$ cat config.mk
export PLATFORM = sky130hd
export DESIGN_NAME = serial_addsub
export DESIGN_NICKNAME = d
export VERILOG_FILES = /design/src/rtl/serial_addsub_pkg.sv /design/src/rtl/serial_fa_cell.sv /design/src/rtl/serial_addsub.sv
export SDC_FILE = /design/constraint.sdc
export NUM_CORES = 1
export LEC_CHECK = 0
export ABC_AREA = 1
export BUFFER_PORTS_ARGS = -buffer_cell sky130_fd_sc_hd__buf_2
export CAP_MARGIN = 20
export CELL_PAD_IN_SITES_DETAIL_PLACEMENT = 1
export CELL_PAD_IN_SITES_GLOBAL_PLACEMENT = 2
export CORE_AREA = 4 4 124 78
export CTS_CLUSTER_SIZE = 16
export DETAILED_ROUTE_END_ITERATION = 16
export DIE_AREA = 0 0 128 82
export PLACE_DENSITY = 0.95
export SYNTH_ARGS = -nofsm -noshare
export SYNTH_HDL_FRONTEND = slang
export SYNTH_SLANG_ARGS = --single-unit
$ cat constraint.sdc
create_clock -name clk -period 2 [get_ports clk]
set_input_delay 0.1 -clock clk [delete_from_list [all_inputs] [get_ports clk]]
set_output_delay 0.1 -clock clk [all_outputs]
set_load 0.01 [all_outputs]
$ cat src/rtl/serial_addsub_pkg.sv
// Shared definitions for the bit-serial adder/subtractor: FSM encoding and
// counter sizing helper.
package serial_addsub_pkg;

    typedef enum logic [1:0] {
        ST_IDLE = 2'd0,
        ST_RUN  = 2'd1,
        ST_DONE = 2'd2
    } state_t;

    // Bit counter must be able to hold WIDTH
    function automatic int cnt_width(input int width);
        return $clog2(width + 1);
    endfunction

    localparam int CNT_W_DEFAULT = $clog2(16 + 1);

endpackage

$ cat src/rtl/serial_fa_cell.sv
// Combinational 1-bit full adder, the only arithmetic in the serial datapath.
module serial_fa_cell (
    input  logic x,
    input  logic y,
    input  logic ci,
    output logic s,
    output logic c
);

    assign s = x ^ y ^ ci;
    assign c = (x & y) | (ci & (x ^ y));

endmodule

$ cat src/rtl/serial_addsub.sv
// Bit-serial WIDTH-bit add/subtract, LSB first, one bit per clock.
// Optional zf/nf flag outputs are enabled by defining ADDSUB_FLAGS_EN.
module serial_addsub
    import serial_addsub_pkg::*;
#(
    parameter int WIDTH = 16
) (
    input  logic             clk,
    input  logic             rst,
    input  logic             start,
    input  logic             sub,
    input  logic [WIDTH-1:0] a,
    input  logic [WIDTH-1:0] b,
    output logic             ready,
    output logic             busy,
    output logic             done,
    output logic [WIDTH-1:0] result,
    output logic             cout,
    output logic             ovf
`ifdef ADDSUB_FLAGS_EN
    ,
    output logic             zf,
    output logic             nf
`endif
);

    localparam int CW = cnt_width(WIDTH);
    localparam logic [CW-1:0] LAST = CW'(WIDTH - 1);

    state_t           state_reg;
    logic [WIDTH-1:0] a_reg;
    logic [WIDTH-1:0] b_reg;
    logic             carry_reg;
    logic [CW-1:0]    cnt_reg;
    logic             fa_s;
    logic             fa_c;
    logic [WIDTH-1:0] result_next;

    serial_fa_cell u_fa (
        .x  (a_reg[0]),
        .y  (b_reg[0]),
        .ci (carry_reg),
        .s  (fa_s),
        .c  (fa_c)
    );

    assign result_next = {fa_s, result[WIDTH-1:1]};

    always_ff @(posedge clk or negedge rst) begin
        if (!rst) begin
            state_reg <= ST_IDLE;
            a_reg     <= '0;
            b_reg     <= '0;
            carry_reg <= 1'b0;
            cnt_reg   <= '0;
            result    <= '0;
            cout      <= 1'b0;
            ovf       <= 1'b0;
            done      <= 1'b0;
            busy      <= 1'b0;
            ready     <= 1'b1;
`ifdef ADDSUB_FLAGS_EN
            zf        <= 1'b0;
            nf        <= 1'b0;
`endif
        end else begin
            case (state_reg)
                ST_IDLE, ST_DONE: begin
                    done <= 1'b0;
                    if (start) begin
                        // Subtraction is a + ~b + 1: invert B and seed the carry
                        a_reg     <= a;
                        b_reg     <= b ^ {WIDTH{sub}};
                        carry_reg <= sub;
                        cnt_reg   <= '0;
                        result    <= '0;
                        state_reg <= ST_RUN;
                        busy      <= 1'b1;
                        ready     <= 1'b0;
                    end else begin
                        state_reg <= ST_IDLE;
                        busy      <= 1'b0;
                        ready     <= 1'b1;
                    end
                end
                ST_RUN: begin
                    result    <= result_next;
                    a_reg     <= {1'b0, a_reg[WIDTH-1:1]};
                    b_reg     <= {1'b0, b_reg[WIDTH-1:1]};
                    carry_reg <= fa_c;
                    cnt_reg   <= cnt_reg + 1'b1;
                    if (cnt_reg == LAST) begin
                        // carry_reg here is the carry into the MSB
                        cout      <= fa_c;
                        ovf       <= carry_reg ^ fa_c;
                        state_reg <= ST_DONE;
                        done      <= 1'b1;
                        busy      <= 1'b0;
                        ready     <= 1'b1;
`ifdef ADDSUB_FLAGS_EN
                        zf        <= (result_next == '0);
                        nf        <= fa_s;
`endif
                    end
                end
                default: begin
                    state_reg <= ST_IDLE;
                    done      <= 1'b0;
                    busy      <= 1'b0;
                    ready     <= 1'b1;
                end
            endcase
        end
    end

endmodule

==> metrics.md, run 1 <==
| Metric | Value |
|---|---|
| Status | completed |
| Vias | 2459 |
| Critical-path top delay cell | dfrtp_1 |
| Max Slew Vio Count | 0 |
| Reg2reg end | cout$_DFFE_PN0P_ |
| Die ar. | 10500 um2 |
| Final hold vios | 0 |
| Starting Density | 33.61% |
| Setup_tns | 0 ps |
| Vias in the first global route | 2594 |
| ANT cells | 0 |
| Worst setup SP type | flip-flop |
| Largest fanout on the critical path | 5 |
| Nets@finish | 455 |
| Worst EP required | 2190 ps |
| Max-Cap Viols | 0 |
| Synthesized instance count | 356 |
| Die Width | 128 um |
| Clock transition at path regs | 50 ps |
| Post-synthesis sequential area ratio | 52.86% |
| Cell Chain, Critical Path | ha_1, nand2_1, nor2_1, ha_1, nand2_1, nand2_1, o21ai_0 |
| Overall Global Routing Usage | 15.25% |
| Power per cell area | 1621 nW/um2 |
| Clk_lat worst skew | 320 ps |
| TritonCTS buffer count | 9 |
| CTS tree | done |
| Port Buffers | 56 |
| Synthesized net count | 395 |
| Wire length of the first global-routing pass | 12380 um |
| Ys async rst share | 100.0% |
| Skew final | 5.068 ps |
| Post-route minimum period | 1436 ps |
| Slowest Stage Delay on Critical Path | 420 ps |
| Crit end category | flip-flop |
| Count of final setup violators | 0 |
| Fin crit share | 71.81% |
| Util after Layout | 42.34% |
| Gpl congestion | 0.7491 |
| Core box area | 8458 um2 |
| Met3 GRT Util | 5.068% |
| CTS root buf | clkbuf_16 |
| Worst R2R Setup Slack | 560 ps |
| Layout cells sized above 1 | 23.75% |
| Yosys cell types | 21 |
| Largest net degree at the start of global routing | 35 |
| Row Count | 26 |
| Measured slew at the worst slew-check pin | 701.7 ps |
| Most frequent CP cell | nand2_1 |
| M1 GR Usage | 19.31% |
| CP Data Arrival Time | 1630 ps |
| Die Ht | 82 um |
| Met2 Usage GRT | 24.43% |
| Fmax | 0.6963 GHz |
| Synth Cell Area | 2843 um2 |
| CTS H-tree lvls | 3 |
| Synth Flop Type | dfrtp_1 |
| DRT antenna net count | 0 |
| Avg Cell Area, Syn | 7.985 um2 |
| IO Pins | 57 |
| Post-CTS setup repair buffer count | 0 |
| Peak VDD IR | 575.1 uV |
| Post-cts sizing count | 0 |
| Post-synth EDFFs | 0 |
| Slew headroom | 53.22% |
| Flops & latches, synth | 60 |
| Hold Path Class | primary input to flip-flop |
| Vias/cell | 4.614 |
| RSZ-0062 raised after global routing | false |
| Hold EP | a_reg[2]$_DFFE_PN0P_ |
| P&R area growth vs syn | 25.97% |
| DR WL/cell | 13.65 um |
| Initial antenna violation count | 0 |
| First DRT Iteration DRCs | 120 |
| R2R depth | 7 |
| Reg2reg start | cnt_reg[0]$_DFFE_PN0P_ |
| Setup Crit Path Kind | flip-flop to flip-flop |
| Leakage | 1.937 nW |
| Detail Placement HPWL | 5113 um |
| TritonRoute pass-1 iters | 4 |
| YS warnings | 0 |
| WP buf/inv | 0 |
| Min-delay src | a[2] |
| Total Routed Length | 7277 um |
| Grt total ovfl | 0 |
| GRT Max-Usage Layer | met2 |
| DRC | 0 |
| Worst path top cell family by delay | flip-flops |
| Clk sink count | 60 |
| CTS Buffer Depth | 2 |
| Hold Crit Depth | 5 |
## stage by stage
step                power, mW  instance area, um2  hold slack [ps]  cells  worst slack [ps]
floorplan               3.496                2843           -195.6    356             765.5
global placement        4.041                3243            168.1    515             705.5
detailed placement      4.179                3243            180.8    515             571.2
CTS                     5.889                3581            33.08    533             548.1
global route            6.319                3581            58.55    533             431.5
finish                  5.804                3581            41.21    533             563.8
## tightest hold or removal path, stage by stage
cell and delay [ps]:
buf_2 80, nand2_1 40, nand2_1 50, inv_1 30, nand2_1 40
## cells in the mapped netlist, types with 2 or more instances
cell type  count  share of area, %
dfrtp_1       59                52
inv_2          2              0.26
inv_1         41               5.4
buf_2         10               1.8
buf_4          5               1.3
nand2_1      136                18
nand3_1       45               7.9
ha_1           2              0.88
o21ai_0        3              0.53
o22ai_1       17               3.7
nand2_2        2              0.44
clkbuf_1       2              0.26
nor2_1        12               1.6
or2_2         13               2.9
## where the power goes
group / switching (mW) / internal [mW] / leakage, nW / total (mW)
logic: 1.27 / 0.782 / 1.02 / 2.05
clock network: 0.526 / 1.12 / 0.159 / 1.64
registers: 0.339 / 1.77 / 0.754 / 2.11
total: 2.13 / 3.67 / 1.94 / 5.80
## layout make-up
class                      count  area, um2
fill                        1037       4877
sequential                    60       1503
multi-input combinational    236       1086
timing repair buffer          66      372.9
clock buffer                  11      242.7
inverter                      43      161.4
tap                          112      140.1
clock inverter                 5      75.07
## metal layers
layer / up-vias / part of all wire, %
met2: 53 / 45
met3: 16 / 5.5
met5: - / 0
met4: 0 / 1.8
met1: 1163 / 48
li1: 1227 / -
## what timing repair did
action	CTS	global route
hold buffers	2	0
endpoints found under the setup margin	0	0
hold endpoints to repair	27	0
## cells in the final DEF, fill, tap and decap left out, types with 2 or more instances in the layout
cell / n
nor2_1: 11
o22ai_1: 17
or2_2: 13
dlygate4sd3_1: 2
o21ai_0: 3
ha_1: 2
dfrtp_1: 59
nand3_1: 45
buf_2: 56
inv_1: 41
nand2_2: 2
nand2_1: 136
clkbuf_16: 9
inv_2: 2
bufinv_16: 2
clkinv_2: 3
buf_4: 7
## kinds of logic (layout without fill, tap and decap cells)
kind of cell	Yosys count	count (layout)	synth area share [%]
AOI/OAI and AO/OA	21	21	4.445
xor gates and xnor gates	1	1	0.3082
adders and majority gates	3	3	1.584
buffers and inverters	60	125	9.023
DFF	60	60	52.86
and+or+nand+nor	211	211	31.78
## worst max path at each step
stage	from	to	slack, ps	cells past startpoint
after floorplan	cnt_reg[0]$_DFFE_PN0P_	ready$_DFFE_PN1P_	770	6
after global routing	cnt_reg[0]$_DFFE_PN0P_	ovf$_DFFE_PN0P_	430	7
after global placement	cnt_reg[0]$_DFFE_PN0P_	ovf$_DFFE_PN0P_	710	6
after detailed placement	cnt_reg[0]$_DFFE_PN0P_	cout$_DFFE_PN0P_	570	6
final	cnt_reg[0]$_DFFE_PN0P_	cout$_DFFE_PN0P_	560	7
after CTS	cnt_reg[0]$_DFFE_PN0P_	cout$_DFFE_PN0P_	550	7
Note: power is estimated with default switching activity, not from simulation.
==> run 2: changes to the inputs <==
--- a/config.mk
+++ b/config.mk
@@ -5,16 +5,16 @@
 export SDC_FILE = /design/constraint.sdc
 export NUM_CORES = 1
 export LEC_CHECK = 0
-export ABC_AREA = 1
+export ABC_AREA = 0
 export BUFFER_PORTS_ARGS = -buffer_cell sky130_fd_sc_hd__buf_2
 export CAP_MARGIN = 20
 export CELL_PAD_IN_SITES_DETAIL_PLACEMENT = 1
 export CELL_PAD_IN_SITES_GLOBAL_PLACEMENT = 2
-export CORE_AREA = 4 4 124 78
+export CORE_AREA = 4 4 118 75
 export CTS_CLUSTER_SIZE = 16
 export DETAILED_ROUTE_END_ITERATION = 16
-export DIE_AREA = 0 0 128 82
-export PLACE_DENSITY = 0.95
+export DIE_AREA = 0 0 122 79
+export PLACE_DENSITY = 0.89
 export SYNTH_ARGS = -nofsm -noshare
 export SYNTH_HDL_FRONTEND = slang
 export SYNTH_SLANG_ARGS = --single-unit
==> constraint.sdc (replaced) <==
create_clock -name clk -period 1.4 [get_ports clk]
set_input_delay 0.07 -clock clk [delete_from_list [all_inputs] [get_ports clk]]
set_output_delay 0.07 -clock clk [all_outputs]
set_load 0.01 [all_outputs]
==> metrics.md, run 2 <==
| Metric | Value |
|---|---|
| Largest fanout on the critical path | 17 (was 5) |
| Failing checks | hold timing |
| Post-synth EDFFs | 0 (unchanged) |
| Clk sink count | 60 (unchanged) |
| TritonCTS buffer count | 9 (unchanged) |
| Port Buffers | 56 (unchanged) |
| Final non-filler cell total | 417 (was 533) |
| Leakage | 1.738 nW (was 1.937 nW) |
| R2R depth | 4 (was 7) |
| Post-synthesis sequential area ratio | 56.68% (was 52.86%) |
| # fillers | 835 (was 1037) |
| YS warnings | 0 (unchanged) |
| Gpl congestion | 0.7478 (was 0.7491) |
| DR WL/cell | 17.24 um (was 13.65 um) |
| First DRT Iteration DRCs | 129 (was 120) |
| DRT antenna net count | 0 (unchanged) |
| Final hold vios | 1 (was 0) |
| Grt total ovfl | 0 (unchanged) |
| Reg2reg start | state_reg[1]$_DFFE_PN0P_ (was cnt_reg[0]$_DFFE_PN0P_) |
| Count of final setup violators | 0 (unchanged) |
| CTS tree | done (unchanged) |
| Count leader, synth | dfrtp_1 (was nand2_1) |
| Post-route minimum period | 1396 ps (was 1436 ps) |
| Skew final | 5.484 ps (was 5.068 ps) |
| Yosys top cell area share | 55.69% (was 51.94%) |
| Largest net degree at the start of global routing | 61 (was 35) |
| CTS H-tree lvls | 3 (unchanged) |
| Clk_lat worst skew | 320 ps (about the same) |
| Core box area | 7726 um2 (was 8458 um2) |
| P&R area growth vs syn | 37.85% (was 25.97%) |
| Worst EP required | 1600 ps (was 2190 ps) |
| Overall Global Routing Usage | 15.14% (was 15.25%) |
| Hold Crit Depth | 3 (was 5) |
| Max Slew Vio Count | 0 (unchanged) |
| Most common cell after layout, fill and taps aside | dfrtp_1 (was nand2_1) |
| Starting Density | 34.32% (was 33.61%) |
| Nets@finish | 343 (was 455) |
| Yosys cell types | 30 (was 21) |
| Worst setup SP type | flip-flop (unchanged) |
| CTS root buf | clkbuf_16 (unchanged) |
| Crit end category | flip-flop (unchanged) |
| Layout cells sized above 1 | 33.01% (was 23.75%) |
| ANT cells | 0 (unchanged) |
| Synth top area cells | dfrtp_1 (56%), a221o_1 (6.4%), a22o_1 (5.9%) (was dfrtp_1 (52%), nand2_1 (18%), nand3_1 (7.9%)) |
| Ys async rst share | 100.0% (unchanged) |
| Synth Flop Type | dfrtp_1 (unchanged) |
| Hold Path Class | primary input to flip-flop (unchanged) |
| Synthesized net count | 263 (was 395) |
| Worst hold margin | -7.232 ps (was 41.21 ps) |
| Die Width | 122 um (was 128 um) |
| Pre-CTS setup slack | -88.14 ps (was 571.2 ps) |
| Most frequent cells in the layout | dfrtp_1 (59), buf_2 (56), a22o_1 (18) (was nand2_1 (136), dfrtp_1 (59), buf_2 (56)) |
| Power per cell area | 2385 nW/um2 (was 1621 nW/um2) |
| Vias | 2071 (was 2459) |
| Hold EP | a_reg[2]$_DFFE_PN0P_ (unchanged) |
| Max-Cap Viols | 0 (unchanged) |
| Reg2reg end | a_reg[0]$_DFFE_PN0P_ (was cout$_DFFE_PN0P_) |
| Detail Placement HPWL | 4327 um (was 5113 um) |
| RSZ-0062 raised after global routing | true (was false) |
| Top cells by count, synth | dfrtp_1 (59), a22o_1 (18), a221o_1 (17), nand2_1 (17), nor2_1 (17) (was nand2_1 (136), dfrtp_1 (59), nand3_1 (45)) |
| Peak VDD IR | 847.1 uV (was 575.1 uV) |
| Synthesized instance count | 224 (was 356) |
| CP Data Arrival Time | 1590 ps (was 1630 ps) |
| CTS Buffer Depth | 2 (unchanged) |
| Placed cell count | 381 (was 515) |
| DRC | 0 (unchanged) |
| Clock transition at path regs | 50 ps (about the same) |
| Synth Cell Area | 2651 um2 (was 2843 um2) |
| Fin crit share | 99.71% (was 71.81%) |
| Slew headroom | 69.15% (was 53.22%) |
| Measured slew at the worst slew-check pin | 462.8 ps (was 701.7 ps) |
| Setup_tns | 0 ps (unchanged) |
| Setup ws final | 4.120 ps (was 563.8 ps) |
| Die ar. | 9638 um2 (was 10500 um2) |
| IO Pins | 57 (unchanged) |
| Worst R2R Setup Slack | 4 ps (was 560 ps) |
| Min-delay src | a[2] (unchanged) |
| Total Routed Length | 7189 um (was 7277 um) |
| Flops & latches, synth | 60 (unchanged) |
| Vias/cell | 4.966 (was 4.614) |
| Vias in the first global route | 2222 (was 2594) |
| Status | finished, violations left (was completed) |
| Synth area leader | dfrtp_1 (unchanged) |
| Setup Crit Path Kind | flip-flop to flip-flop (unchanged) |
| Avg Cell Area, Syn | 11.84 um2 (was 7.985 um2) |
| Die Ht | 79 um (was 82 um) |
| Row Count | 25 (was 26) |
| Fmax | 0.7164 GHz (was 0.6963 GHz) |
| Initial antenna violation count | 0 (unchanged) |
| Wire length of the first global-routing pass | 11320 um (was 12380 um) |
| TritonRoute pass-1 iters | 4 (unchanged) |
-- run 2: cell count changes in the layout (fill, tap and decap cells not counted), sizes merged, moves of 7 or more --
| cell | before | now |
|---|---|---|
| nand2 | 139 | 17 |
| inv | 43 | 6 |
| a22oi | 0 | 14 |
| xnor2 | 0 | 15 |
| dlygate4sd3 | 2 | 15 |
| a221o | 0 | 17 |
| nand3 | 45 | 15 |
| o22ai | 17 | 0 |
| buf | 64 | 71 |
| a22o | 0 | 18 |
| or2 | 13 | 0 |
-- run 2: how the worst max path moves through the flow --
| stage | from | depth (start not counted) | endpoint | slack [ps] |
|---|---|---|---|---|
| 2_1_floorplan | cnt_reg[0]$_DFFE_PN0P_ | 5 | ovf$_DFFE_PN0P_ | 70 |
| 3_3_place_gp | cnt_reg[0]$_DFFE_PN0P_ | 5 | ovf$_DFFE_PN0P_ | 5 |
| 3_5_place_dp | cnt_reg[0]$_DFFE_PN0P_ | 5 | ovf$_DFFE_PN0P_ | -90 |
| 4_1_cts | cnt_reg[0]$_DFFE_PN0P_ | 6 | ovf$_DFFE_PN0P_ | 3 |
| 5_1_grt | cnt_reg[1]$_DFFE_PN0P_ | 6 | ovf$_DFFE_PN0P_ | -40 |
| 6_report | state_reg[1]$_DFFE_PN0P_ | 4 | a_reg[0]$_DFFE_PN0P_ | 4 |
-- run 2: cell families (layout without fill, tap and decap cells) --
logic type / Yosys count / after routing / synth area share [%]
buffers and inverters: 25 / 109 / 5.899
flip-flops: 60 / 60 / 56.68
multiplexers: 2 / 2 / 0.7551
XOR/XNOR: 17 / 17 / 5.616
AO/OA/AOI/OAI: 57 / 57 / 18.31
adder cells (fa/ha/maj): 3 / 3 / 1.699
AND/OR/NAND/NOR: 60 / 61 / 11.04
-- run 2: cell type report --
| cell class | instances | area [um2] | share of cell area, % |
|---|---|---|---|
| multi-input combinational | 140 | 1065 | 29.13 |
| clock inverter | 4 | 47.55 | 1.301 |
| timing repair buffer | 87 | 625.6 | 17.12 |
| sequential | 60 | 1503 | 41.12 |
| clock buffer | 12 | 256.5 | 7.018 |
| inverter | 6 | 22.52 | 0.6162 |
| tap | 108 | 135.1 | 3.697 |
-- run 2: metrics by stage --
stage | util [%] | power (mW) | hold slack, ps | instance area, um2
6_report | 47.30 | 8.717 | -7.232 | 3655
5_1_grt | 47.30 | 9.261 | 7.885 | 3655
4_1_cts | 45.85 | 8.482 | 5.422 | 3542
3_5_place_dp | 39.77 | 6.109 | 101.8 | 3073
3_3_place_gp | 39.77 | 5.952 | 101.0 | 3073
2_1_floorplan | - | 5.078 | -225.6 | 2651
-- run 2: layer usage --
metal	share of wire [%]	wire, um	GRT usage, %	up-vias
met3	4.4	314	4.769	8
met2	47	3379	24.23	48
met4	1.1	79	5.034	0
met5	0	0	0	-
met1	48	3416	19.56	1043
li1	-	-	-	972
-- run 2: report_power, final --
group | internal, mW | total (mW) | switching [mW] | leakage (nW)
sequential | 2.53 | 3.08 | 0.551 | 0.760
combinational | 1.67 | 3.41 | 1.74 | 0.829
clock | 1.47 | 2.22 | 0.755 | 0.149
-- run 2: worst max-delay path, stage by stage, from the launching register on --
cell	delay, ps
dfrtp_1	390
and2b_4	360
buf_12	190
nor3_4	50
a221o_1	270
-- run 2: repair_timing --
action                     CTS  global route
gates cloned                 0             2
setup endpoints to repair    5            21
hold buffers                14             1
gates resized for setup      7             9
hold endpoints to repair    72             1
buffers inserted             0             3
pin swaps                    1             4
==> run 3: changes to the inputs <==
--- a/config.mk
+++ b/config.mk
@@ -10,10 +10,10 @@
 export CAP_MARGIN = 20
 export CELL_PAD_IN_SITES_DETAIL_PLACEMENT = 1
 export CELL_PAD_IN_SITES_GLOBAL_PLACEMENT = 2
-export CORE_AREA = 4 4 118 75
+export CORE_AREA = 2 2 116 73
 export CTS_CLUSTER_SIZE = 16
 export DETAILED_ROUTE_END_ITERATION = 16
-export DIE_AREA = 0 0 122 79
+export DIE_AREA = 0 0 118 75
 export PLACE_DENSITY = 0.89
 export SYNTH_ARGS = -nofsm -noshare
 export SYNTH_HDL_FRONTEND = slang
==> metrics.md, run 3 (synthesis gave the netlist of run 2 again) <==
| Metric | Value |
|---|---|
| # fillers | 826 (was 835) |
| Met2 wire len | 3500 um (was 3379 um) |
| Total chip power | 9.161 mW (was 8.717 mW) |
| Vias/cell | 5.014 (was 4.966) |
| Count of final setup violators | 6 (was 0) |
| DRT antenna net count | 0 (unchanged) |
| Die Width | 118 um (was 122 um) |
| Overall Global Routing Usage | 16.48% (was 15.14%) |
| First DRT Iteration DRCs | 90 (was 129) |
| Reg2reg end | b_reg[1]$_DFFE_PN0P_ (was a_reg[0]$_DFFE_PN0P_) |
| Vias | 2131 (was 2071) |
| Placed Area | 3113 um2 (was 3073 um2) |
| Detail Placement HPWL | 4527 um (was 4327 um) |
| Leakage | 1.814 nW (was 1.738 nW) |
| Final non-filler cell total | 425 (was 417) |
| Nets@finish | 351 (was 343) |
| ANT cells | 0 (unchanged) |
| Final instance area | 3764 um2 (was 3655 um2) |
| Fmax | 0.7086 GHz (was 0.7164 GHz) |
| Setup Crit Path Kind | flip-flop to flip-flop (unchanged) |
| Crit end category | flip-flop (unchanged) |
| Power per cell area | 2434 nW/um2 (was 2385 nW/um2) |
| Peak VDD IR | 836.6 uV (was 847.1 uV) |
| Max Slew Vio Count | 0 (unchanged) |
| Measured slew at the worst slew-check pin | 458.1 ps (was 462.8 ps) |
| Met3 routed WL | 275 um (was 314 um) |
| Post-route minimum period | 1411 ps (was 1396 ps) |
| Wire length of the first global-routing pass | 11220 um (was 11320 um) |
| Die Ht | 75 um (was 79 um) |
| Reg area | 1503 um2 (unchanged) |
| RSZ-0062 raised after global routing | true (unchanged) |
| CP Capture Point | b_reg[1]$_DFFE_PN0P_ (was a_reg[0]$_DFFE_PN0P_) |
| CP Data Arrival Time | 1620 ps (was 1590 ps) |
| Area of the multi-input gates | 1032 um2 (was 1065 um2) |
| CTS root buf | clkbuf_16 (unchanged) |
| Largest fanout on the critical path | 11 (was 17) |
| Vias in the first global route | 2189 (was 2222) |
| Skew final | 4.469 ps (was 5.484 ps) |
| DR WL/cell | 17.02 um (was 17.24 um) |
| Slew headroom | 69.46% (was 69.15%) |
| Fin crit share | 100.8% (was 99.71%) |
| Metal1 wirelength | 3388 um (was 3416 um) |
| DRC | 0 (unchanged) |
| Starting Density | 34.32% (unchanged) |
| Clock transition at path regs | 50 ps (about the same) |
| Row Count | 25 (unchanged) |
| Clk_lat worst skew | 320 ps (about the same) |
| Setup crit start | state_reg[1]$_DFFE_PN0P_ (unchanged) |
| Placed cell count | 383 (was 381) |
| Worst R2R Setup Slack | -10 ps (was 4 ps) |
| Highest metal used | met4 (unchanged) |
| Core box area | 7726 um2 (unchanged) |
| Most common cell after layout, fill and taps aside | dfrtp_1 (unchanged) |
| Util after Layout | 48.71% (was 47.30%) |
| TritonCTS buffer count | 9 (unchanged) |
| CTS tree | done (unchanged) |
| Total Routed Length | 7233 um (was 7189 um) |
| Most frequent cells in the layout | dfrtp_1 (59), buf_2 (56), a22o_1 (18) (unchanged) |
| Worst EP required | 1600 ps (about the same) |
| Setup ws final | -11.20 ps (was 4.120 ps) |
| CTS Buffer Depth | 2 (unchanged) |
| Die ar. | 8850 um2 (was 9638 um2) |
| Hold Path Class | primary input to flip-flop (unchanged) |
| Initial antenna violation count | 0 (unchanged) |
| Final hold vios | 0 (was 1) |
| Max-Cap Viols | 0 (unchanged) |
| Port Buffers | 56 (unchanged) |
| Layout cells sized above 1 | 32.81% (was 33.01%) |
| Failing checks | setup timing (was hold timing) |
| R2R depth | 4 (unchanged) |
| Clk sink count | 60 (unchanged) |
| Pre-CTS setup slack | -27.96 ps (was -88.14 ps) |
| Grt total ovfl | 0 (unchanged) |
| Status | finished, violations left (unchanged) |
| Largest net degree at the start of global routing | 32 (was 61) |
| Gpl congestion | 0.7752 (was 0.7478) |
| Setup_tns | -24.64 ps (was 0 ps) |
| P&R area growth vs syn | 41.95% (was 37.85%) |
| CTS H-tree lvls | 3 (unchanged) |
| Worst setup SP type | flip-flop (unchanged) |
| Worst hold margin | 22.11 ps (was -7.232 ps) |
| IO Pins | 57 (unchanged) |
| TritonRoute pass-1 iters | 4 (unchanged) |
| Reg2reg start | state_reg[1]$_DFFE_PN0P_ (unchanged) |
-- run 3: cell types whose count changed in the layout (fill, tap and decap cells not counted), moves of 2 or more --
cell       before  now
bufinv_16       1    3
nor3_1          0    2
buf_4           9   13
a22oi_2         5    0
a22oi_1         9   14
buf_12          4    7
o21ai_1         2    0
-- run 3: layout make-up --
type	count	area share (%)
repair buffers	95	19.12
clock inverters	4	2.527
well taps	108	3.590
clock buffers	12	6.815
multi-input cells	140	27.43
inverters	6	0.5984
flip-flops and latches	60	39.93
-- run 3: worst min-delay path by stage --
stage / start / depth (start not counted) / end
floorplan: rst / 0 / a_reg[0]$_DFFE_PN0P_
global placement: rst / 1 / a_reg[8]$_DFFE_PN0P_
detailed placement: rst / 1 / a_reg[7]$_DFFE_PN0P_
CTS: a[15] / 2 / a_reg[15]$_DFFE_PN0P_
global route: a[15] / 2 / a_reg[15]$_DFFE_PN0P_
finish: a[15] / 2 / a_reg[15]$_DFFE_PN0P_
-- run 3: layer usage --
layer | up-vias | global-route usage [%]
met3 | 6 | 5.455
met5 | - | 0
met2 | 50 | 26.42
li1 | 990 | -
met1 | 1085 | 21.79
met4 | 0 | 4.819
-- run 3: power breakdown --
part / internal [mW] / leakage (nW) / switching, mW
combinational: 1.76 / 0.881 / 1.77
clock: 1.83 / 0.173 / 0.741
sequential: 2.53 / 0.760 / 0.527
-- run 3: what timing repair did --
action                     CTS  global route
hold buffers                16             0
gates resized for setup      2             6
hold endpoints to repair    74             0
cloned                       0             2
setup endpoints to repair    2            19
buffers inserted             0             8
pin swaps                    1             4
-- run 3: worst max-delay path, stage by stage, from the launching register on --
cell and delay, ps:
dfrtp_1 390, and2b_4 380, buf_6 140, nor2_4 70, a221o_1 310
